File: src/rtl/posit_decode_pipe.sv
// Posit decoder, 3-stage pipeline.
// Stage 1 takes the magnitude. Stage 2 measures the regime run.
// Stage 3 splits out exponent and fraction and forms the scale.
// All stages advance together whenever the output register is free or being consumed.
module posit_decode_pipe #(
  parameter  int POSIT_WIDTH = 32,
  parameter  int POSIT_ES    = 2,
  localparam int SCALE_W     = $clog2(POSIT_WIDTH) + 1 + POSIT_ES,
  localparam int FRAC_W      = POSIT_WIDTH - 3 - POSIT_ES
) (
  input  logic                      clk,
  input  logic                      rst,
  input  logic                      in_valid,
  output logic                      in_ready,
  input  logic [POSIT_WIDTH-1:0]    posit_word_i,
  output logic                      out_valid,
  input  logic                      out_ready,
  output logic                      sign_o,
  output logic signed [SCALE_W-1:0] scale_o,
  output logic [FRAC_W-1:0]         fraction_o,
  output logic                      zero_o,
  output logic                      nar_o
);
  localparam int N  = POSIT_WIDTH;
  localparam int MW = $clog2(N) + 1;   // holds run length 1..N-1 and the shift N
  localparam int RW = N - 3;           // bits left after sign, regime and terminator: {e, frac}

  typedef struct packed {
    logic         sign;
    logic         zero;
    logic         nar;
    logic [N-2:0] mag;
  } s1_t;

  typedef struct packed {
    logic                      sign;
    logic                      zero;
    logic                      nar;
    logic signed [SCALE_W-1:0] k;
    logic [RW-1:0]             rem;
  } s2_t;

  logic [3:1] vld_q;
  logic [3:0] vld_pipe;
  logic       advance;

  s1_t s1_d, s1_q;
  s2_t s2_d, s2_q;

  logic [N-2:0]              run_bits;
  logic [MW-1:0]             run_len;
  logic                      found;
  logic signed [SCALE_W-1:0] run_ext;
  logic [SCALE_W-1:0]        e_val;
  logic signed [SCALE_W-1:0] scale_d;
  logic [FRAC_W-1:0]         frac_d;

  assign vld_pipe  = {vld_q, in_valid};
  assign out_valid = vld_pipe[3];
  assign advance   = out_ready | ~vld_pipe[3];
  assign in_ready  = advance;

  // Stage 1: flag the special encodings and fold negative words to their magnitude
  always_comb begin
    s1_d.sign = posit_word_i[N-1];
    s1_d.zero = (posit_word_i == '0);
    s1_d.nar  = (posit_word_i == {1'b1, {(N-1){1'b0}}});
    s1_d.mag  = posit_word_i[N-1] ? (~posit_word_i[N-2:0] + 1'b1) : posit_word_i[N-2:0];
  end

  // Stage 2: regime run length. Invert when the run is ones, then count leading zeros.
  // Bit N-2 of run_bits is always 0, so any run stops at or below it.
  always_comb begin
    run_bits = s1_q.mag[N-2] ? ~s1_q.mag : s1_q.mag;
    run_len  = MW'(N - 1);
    found    = 1'b0;
    for (int i = N - 2; i >= 0; i--) begin
      if (!found && run_bits[i]) begin
        run_len = MW'(N - 2 - i);
        found   = 1'b1;
      end
    end
    run_ext   = SCALE_W'(run_len);
    s2_d.sign = s1_q.sign;
    s2_d.zero = s1_q.zero;
    s2_d.nar  = s1_q.nar;
    s2_d.k    = s1_q.mag[N-2] ? run_ext - SCALE_W'(1) : -run_ext;
    // The run and its terminator are dropped; the two low bits are always zero after the shift
    s2_d.rem  = RW'((s1_q.mag << (run_len + MW'(1))) >> 2);
  end

  // The exponent is the top ES bits of the remainder; none when ES is 0
  if (POSIT_ES > 0) begin : g_exp
    assign e_val = SCALE_W'(s2_q.rem[RW-1 -: POSIT_ES]);
  end else begin : g_noexp
    assign e_val = '0;
  end

  // Stage 3: combine regime and exponent into the scale; force zero and NaR to 0
  always_comb begin
    scale_d = (s2_q.k <<< POSIT_ES) + $signed(e_val);
    frac_d  = s2_q.rem[FRAC_W-1:0];
    if (s2_q.zero || s2_q.nar) begin
      scale_d = '0;
      frac_d  = '0;
    end
  end

  // Valid shift register, gated by the shared advance
  always_ff @(posedge clk or posedge rst) begin
    if (rst)          vld_q <= '0;
    else if (advance) vld_q <= vld_pipe[2:0];
  end

  // Data registers for all three stages, held bit-stable during a stall
  always_ff @(posedge clk or posedge rst) begin
    if (rst) begin
      s1_q       <= '0;
      s2_q       <= '0;
      sign_o     <= 1'b0;
      scale_o    <= '0;
      fraction_o <= '0;
      zero_o     <= 1'b0;
      nar_o      <= 1'b0;
    end else if (advance) begin
      s1_q       <= s1_d;
      s2_q       <= s2_d;
      sign_o     <= s2_q.sign;
      scale_o    <= scale_d;
      fraction_o <= frac_d;
      zero_o     <= s2_q.zero;
      nar_o      <= s2_q.nar;
    end
  end
endmodule
File: config.mk
export PLATFORM = sky130hd
export DESIGN_NAME = posit_decode_pipe
export DESIGN_NICKNAME = d
export VERILOG_FILES = /design/src/rtl/posit_decode_pipe.sv
export SDC_FILE = /design/constraint.sdc
export NUM_CORES = 1
export LEC_CHECK = 0
export ABC_AREA = 1
export CORE_MARGIN = 1.5
export CORE_UTILIZATION = 32
export DETAILED_ROUTE_END_ITERATION = 10
export SLEW_MARGIN = 25
export SYNTH_ARGS = -nofsm -noshare
export SYNTH_HDL_FRONTEND = slang
export SYNTH_SLANG_ARGS = --single-unit
File: constraint.sdc
create_clock -name clk -period 4.85 [get_ports clk]
set_input_delay 0.97 -clock clk [delete_from_list [all_inputs] [get_ports clk]]
set_output_delay 0.97 -clock clk [all_outputs]
set_load 0.03 [all_outputs]
**Yosys cells after proc, flatten, opt, wreduce, memory -nomap -nowiden**

Index checks and enable logic that the tools add are counted.

- Input port bits: 36
- Logic and storage cells: 154
- Output and inout port bits: 40
- Register bits after elaboration: 113

- Mux-type cells: 66
- Add/subtract/negate cells: 5
- Shift operators: 1
- Bitwise operators: 4
- Reductions and logical operators: 62
- Equality and inequality tests: 1

Operators with widths:

| kind | count |
|---|---|
| $mux W6 | 31 |
| $mux W31 | 2 |
| $not A31 Y31 | 2 |
| $eq A32 B32 Y1 const B | 1 |
| $logic_not A32 Y1 | 1 |
| $add A31 B1 Y31 const B | 1 |
| $shl A31 B6 Y31 | 1 |
| $logic_and A1 B1 Y1 | 30 |
| $logic_not A1 Y1 | 30 |
| $mux W1 | 30 |
| $mux W27 | 1 |
| $add A8 B3 Y8 | 1 |
| $mux W8 | 1 |
| $add A6 B1 Y6 const B | 1 |
| $neg A6 Y6 | 1 |
| $sub A6 B1 Y6 const B | 1 |
| $mux W5 | 1 |
| $logic_or A1 B1 Y1 | 1 |
| $not A1 Y1 | 1 |
| $or A1 B1 Y1 | 1 |

**Depth between registers and ports, before layout**

- Depth in word-level cells: 95
- Gate-level depth with buffers: 32
- Depth with buffers taken out: 29

**Worst setup path before layout**

Ideal clock, no wire load.

- Path type: flip-flop to flip-flop
- Start: register s1_q[30] in the netlist's numbering
- End: register s2_q[25] in the netlist's numbering
- Data required time: 4.732 ns
- Slack: 1.084 ns
- Clock period less this slack: 3.766 ns
- Buffers on the path: 2
- Cell stages (with the launch flop): 28
- Setup time: 0.118 ns
- Data arrival time: 3.648 ns
- Cells stage by stage: dfrtp_1 -> buf_6 -> inv_4 -> nand2_1 -> nand2_1 -> nand4_2 -> nor2_2 -> nand4_2 -> nor2_1 -> nand4_1 -> nor2_2 -> nand4_1 -> nor2_2 -> nand4_2 -> nor2_2 -> nand4_2 -> nor2_4 -> nand4_2 -> nand3_4 -> inv_2 -> ha_1 -> xnor2_1 -> clkbuf_1 -> nand3_1 -> nand3_2 -> nand3_1 -> nand3_1 -> nand2_1

- Longest elaborated chain between the ends: 95
- Elaborated cells on any way between the ends: 125
- Classes of those cells: add/sub (1); shift (1); mux (62); bitwise (1); reduce/logical (60)

RTL lines:

| what | line | text |
|---|---|---|
| start: declaration | 47 | `s1_t s1_d, s1_q;` |
| start signal: assignment | 118 | `s1_q <= '0;` |
| start signal: assignment | 126 | `s1_q <= s1_d;` |
| $not A31 Y31 | 74 | `run_bits = s1_q.mag[N-2] ? ~s1_q.mag : s1_q.mag;` |
| $mux W31 | 74 |  |
| $mux W1 | 78 | `if (!found && run_bits[i]) begin` |
| $logic_not A1 Y1 | 78 |  |
| $logic_and A1 B1 Y1 | 78 |  |
| $mux W1 | 78 |  |
| $logic_not A1 Y1 | 78 |  |
| $logic_and A1 B1 Y1 | 78 |  |
| [79 not listed] | n/a |  |
| $logic_not A1 Y1 | 78 |  |
| $logic_and A1 B1 Y1 | 78 |  |
| $mux W1 | 78 |  |
| $logic_not A1 Y1 | 78 |  |
| $logic_and A1 B1 Y1 | 78 |  |
| $mux W6 | 78 |  |
| $add A6 B1 Y6 | 89 | `s2_d.rem = RW'((s1_q.mag << (run_len + MW'(1))) >> 2);` |
| $shl A31 B6 Y31 * | 89 |  |
| end signal: assignment | 119 | `s2_q <= '0;` |
| end signal: assignment | 127 | `s2_q <= s2_d;` |
| end: declaration | 48 | `s2_t s2_d, s2_q;` |

Every way passes the cells marked *; elsewhere a longest branch is shown, timed or not.
A chain may end at the register's enable or synchronous reset.

**Worst setup path in the final report**

- Start: register s1_q[30] in the netlist's numbering
- End: register s2_q[16] in the netlist's numbering

Same word-level chain as after synthesis.

==> metrics.yaml <==
status: "complete, no violations"
synth_edf_count: 0
grt_use_total: 0.177
portBuffers: 75
timing.rr.end: "s2_q[16]$_DFFE_PP0P_"
routed_wl_mm: 20.1
tns_ps: 0
syn_area_per_cell_um2: 7.23
die_area_mm2: 0.0239
clock_latency_ps: 420
synth-warning-count: 0
async_flop_share: 1.00
final_cell_mix: "nand2_1 (269), nand3_1 (185), dfrtp_1 (112)"
worst_setup_path_start_kind: "register"
hpwl_mm: 14.7
cts_num_sinks: 113
final_antenna_net_count: 0
die_h_um: 155
cellLeakagePower_uw: 0.00416
fmax_ghz: 0.226
finalHoldViolCount: 0
layout.nets: 1111
vdd.ir_drop.worst_mv: 0.415
rsz0062_at_grt: "no"
place_inst: 1338
crit_start: "s1_q[30]$_DFFE_PP0P_"
r2r-start: "s1_q[30]$_DFFE_PP0P_"
diodes: 0
worstSetupPathType: "register to register"
gp_routability_congestion: 0.902
power_density_mw_per_mm2: 830
grt_overflow: 0
syn_nets: 1056
first_global_vias: 6671
final_core_utilization: 0.397
slew-limit-headroom: 0.469
cp.required_ps: 5150
antenna_found_initial: 0
ys_ff_latch: 113
initial_core_util: 0.326
netlist_area_mm2: 0.00735
finalWorstSetupSlack_ps: 417
place_area_mm2: 0.00830
grt_max_degree: 121
design.core.area_mm2: 0.0226
drv_cap: 0
clock_path_buffers: 2
numCtsBuffers: 17
vias: 6898
cts-htree-levels: 4
arrival_ps: 4730
crit_path_end: "s2_q[16]$_DFFE_PP0P_"
grt_pass1_wl_mm: 33.8
ys_seq_area_frac: 0.385
syn-instance-count: 1017
drive_above_1_share: 0.0692
worst_pin_slew_ps: 796
reg2reg_slack_ps: 420
initialDrtViolationCount: 541
routed_via_density: 5.04
finalNonFillerCells: 1369
final_common_cell: "nand2_1"
drt-wirelength-per-cell_um: 14.7
stdcell_area_mm2: 0.00896
ys_types: 40
dp_slack_ps: 337
holdPathStages: 2
cts_hold_buf: 0
hold_path.class: "register to register"
path_clk_slew_ps: 50
drc: 0
std_cell_rows: 55
io_pins: 76
area_growth_syn_to_layout_pct: 21.9
reg2reg_depth: 24
end_kind: "register"
layout_min_cycle_time_ps: 4430
setup_viol: 0
die_w_um: 155
ys.flop_type: "dfrtp_1"
drtPass1Iterations: 5
finalCritPeriodShare: 0.914
crit_fanout: 33
cts_root_buf: "clkbuf_16"
cts_tree: "yes"
skew_ps: 13.6
maxSlewViolCount: 0
-- worst min-delay path by stage --
stage / from / endpoint / slack [ps]
after global placement: vld_q[2]$_DFFE_PP0P_ / vld_q[3]$_DFFE_PP0P_ / 430
after detailed placement: vld_q[2]$_DFFE_PP0P_ / vld_q[3]$_DFFE_PP0P_ / 440
after global routing: vld_q[2]$_DFFE_PP0P_ / vld_q[3]$_DFFE_PP0P_ / 480
after floorplan: vld_q[2]$_DFFE_PP0P_ / vld_q[3]$_DFFE_PP0P_ / 420
after CTS: vld_q[2]$_DFFE_PP0P_ / vld_q[3]$_DFFE_PP0P_ / 450
final: vld_q[2]$_DFFE_PP0P_ / vld_q[3]$_DFFE_PP0P_ / 450
-- per-stage QoR --
stage               total power, uW  hold slack, ps
CTS                            7440             455
global route                   8100             480
detailed placement             6020             441
floorplan                      4770             420
finish                         7430             446
global placement               6020             427
-- Yosys cell counts, types with 2 or more instances --
library cell | n | area [um2]
nor3_1 | 17 | 85.1
o22ai_1 | 6 | 37.5
a21oi_1 | 9 | 45.0
nor2_1 | 47 | 176
buf_2 | 11 | 55.1
nand2_1 | 269 | 1010
a31oi_1 | 2 | 12.5
inv_1 | 94 | 353
clkbuf_1 | 29 | 109
o21ai_1 | 8 | 40.0
xnor2_1 | 35 | 307
buf_6 | 8 | 90.1
dfrtp_1 | 113 | 2830
nand3_1 | 185 | 926
o41ai_1 | 2 | 17.5
or2_2 | 2 | 12.5
o2111ai_1 | 2 | 17.5
o21ai_0 | 81 | 405
a32o_1 | 17 | 170
nor3b_1 | 3 | 22.5
nor2_2 | 5 | 31.3
ha_1 | 3 | 37.5
inv_2 | 5 | 18.8
nand4_2 | 6 | 75.1
xor2_1 | 23 | 201
buf_4 | 6 | 45.0
nand3_2 | 2 | 20.0
nand4_1 | 13 | 81.3
nand3_4 | 2 | 35.0
nand2_2 | 2 | 12.5
-- power by group --
part           total, uW  switching, uW  internal, uW
logic               4450           2950          1500
clock network       1390            429           957
registers           1600            245          1350
-- layer usage --
| metal | global-route usage | vias up | wire length [um] |
|---|---|---|---|
| met1 | 0.238 | 3207 | 9450 |
| met3 | 0.0403 | 22 | 985 |
| li1 | - | 3472 | - |
| met5 | 0 | - | 0 |
| met4 | 0.0453 | 0 | 242 |
| met2 | 0.286 | 197 | 9400 |
-- cells by family after synthesis --
group / share of synthesized area
and+or+nand+nor: 0.343
AOI/OAI and AO/OA: 0.105
adders and majority gates: 0.00511
buffers and inverters: 0.0931
xor gates and xnor gates: 0.0691
DFF: 0.385
-- sequential cells by signal, indices dropped and copies added (netlist names) --
register,count
s2_q,36
sign_o,1
vld_q,3
fraction_o,27
scale_o,8
nar_o,1
s1_q,34
e_val,2
zero_o,1
-- critical path, stage by stage, from the launching register on --
cell and delay, ps:
dfrtp_2 490, buf_4 220, buf_4 320, xnor2_1 200, nand4_1 180, nor2_2 130, nand4_1 120, nor2_2 150
nand4_2 140, nor2_2 130, nand4_2 110, nor2_4 160, nand3_4 140, nand3_4 120, buf_4 320, ha_1 300
inv_1 60, buf_4 290, nand2_1 150, nand2_1 180, nor2_1 90, nand3_1 80, nand2_1 60, nand2_1 100
nand2_1 50
-- area by class of cell --
| type | count | area (um2) |
|---|---|---|
| fill | 2369 | 13600 |
| multi-input combinational | 748 | 3850 |
| sequential | 113 | 2830 |
| timing repair buffer | 91 | 887 |
| clock buffer | 20 | 437 |
| inverter | 101 | 384 |
| tap | 285 | 357 |
| clock inverter | 11 | 211 |
-- what timing repair did --
action,4_1_cts,5_1_grt
setup endpoints to repair,0,25
resized for setup,0,2
buffers inserted,0,0
Note: power is estimated with default switching activity, not from simulation.
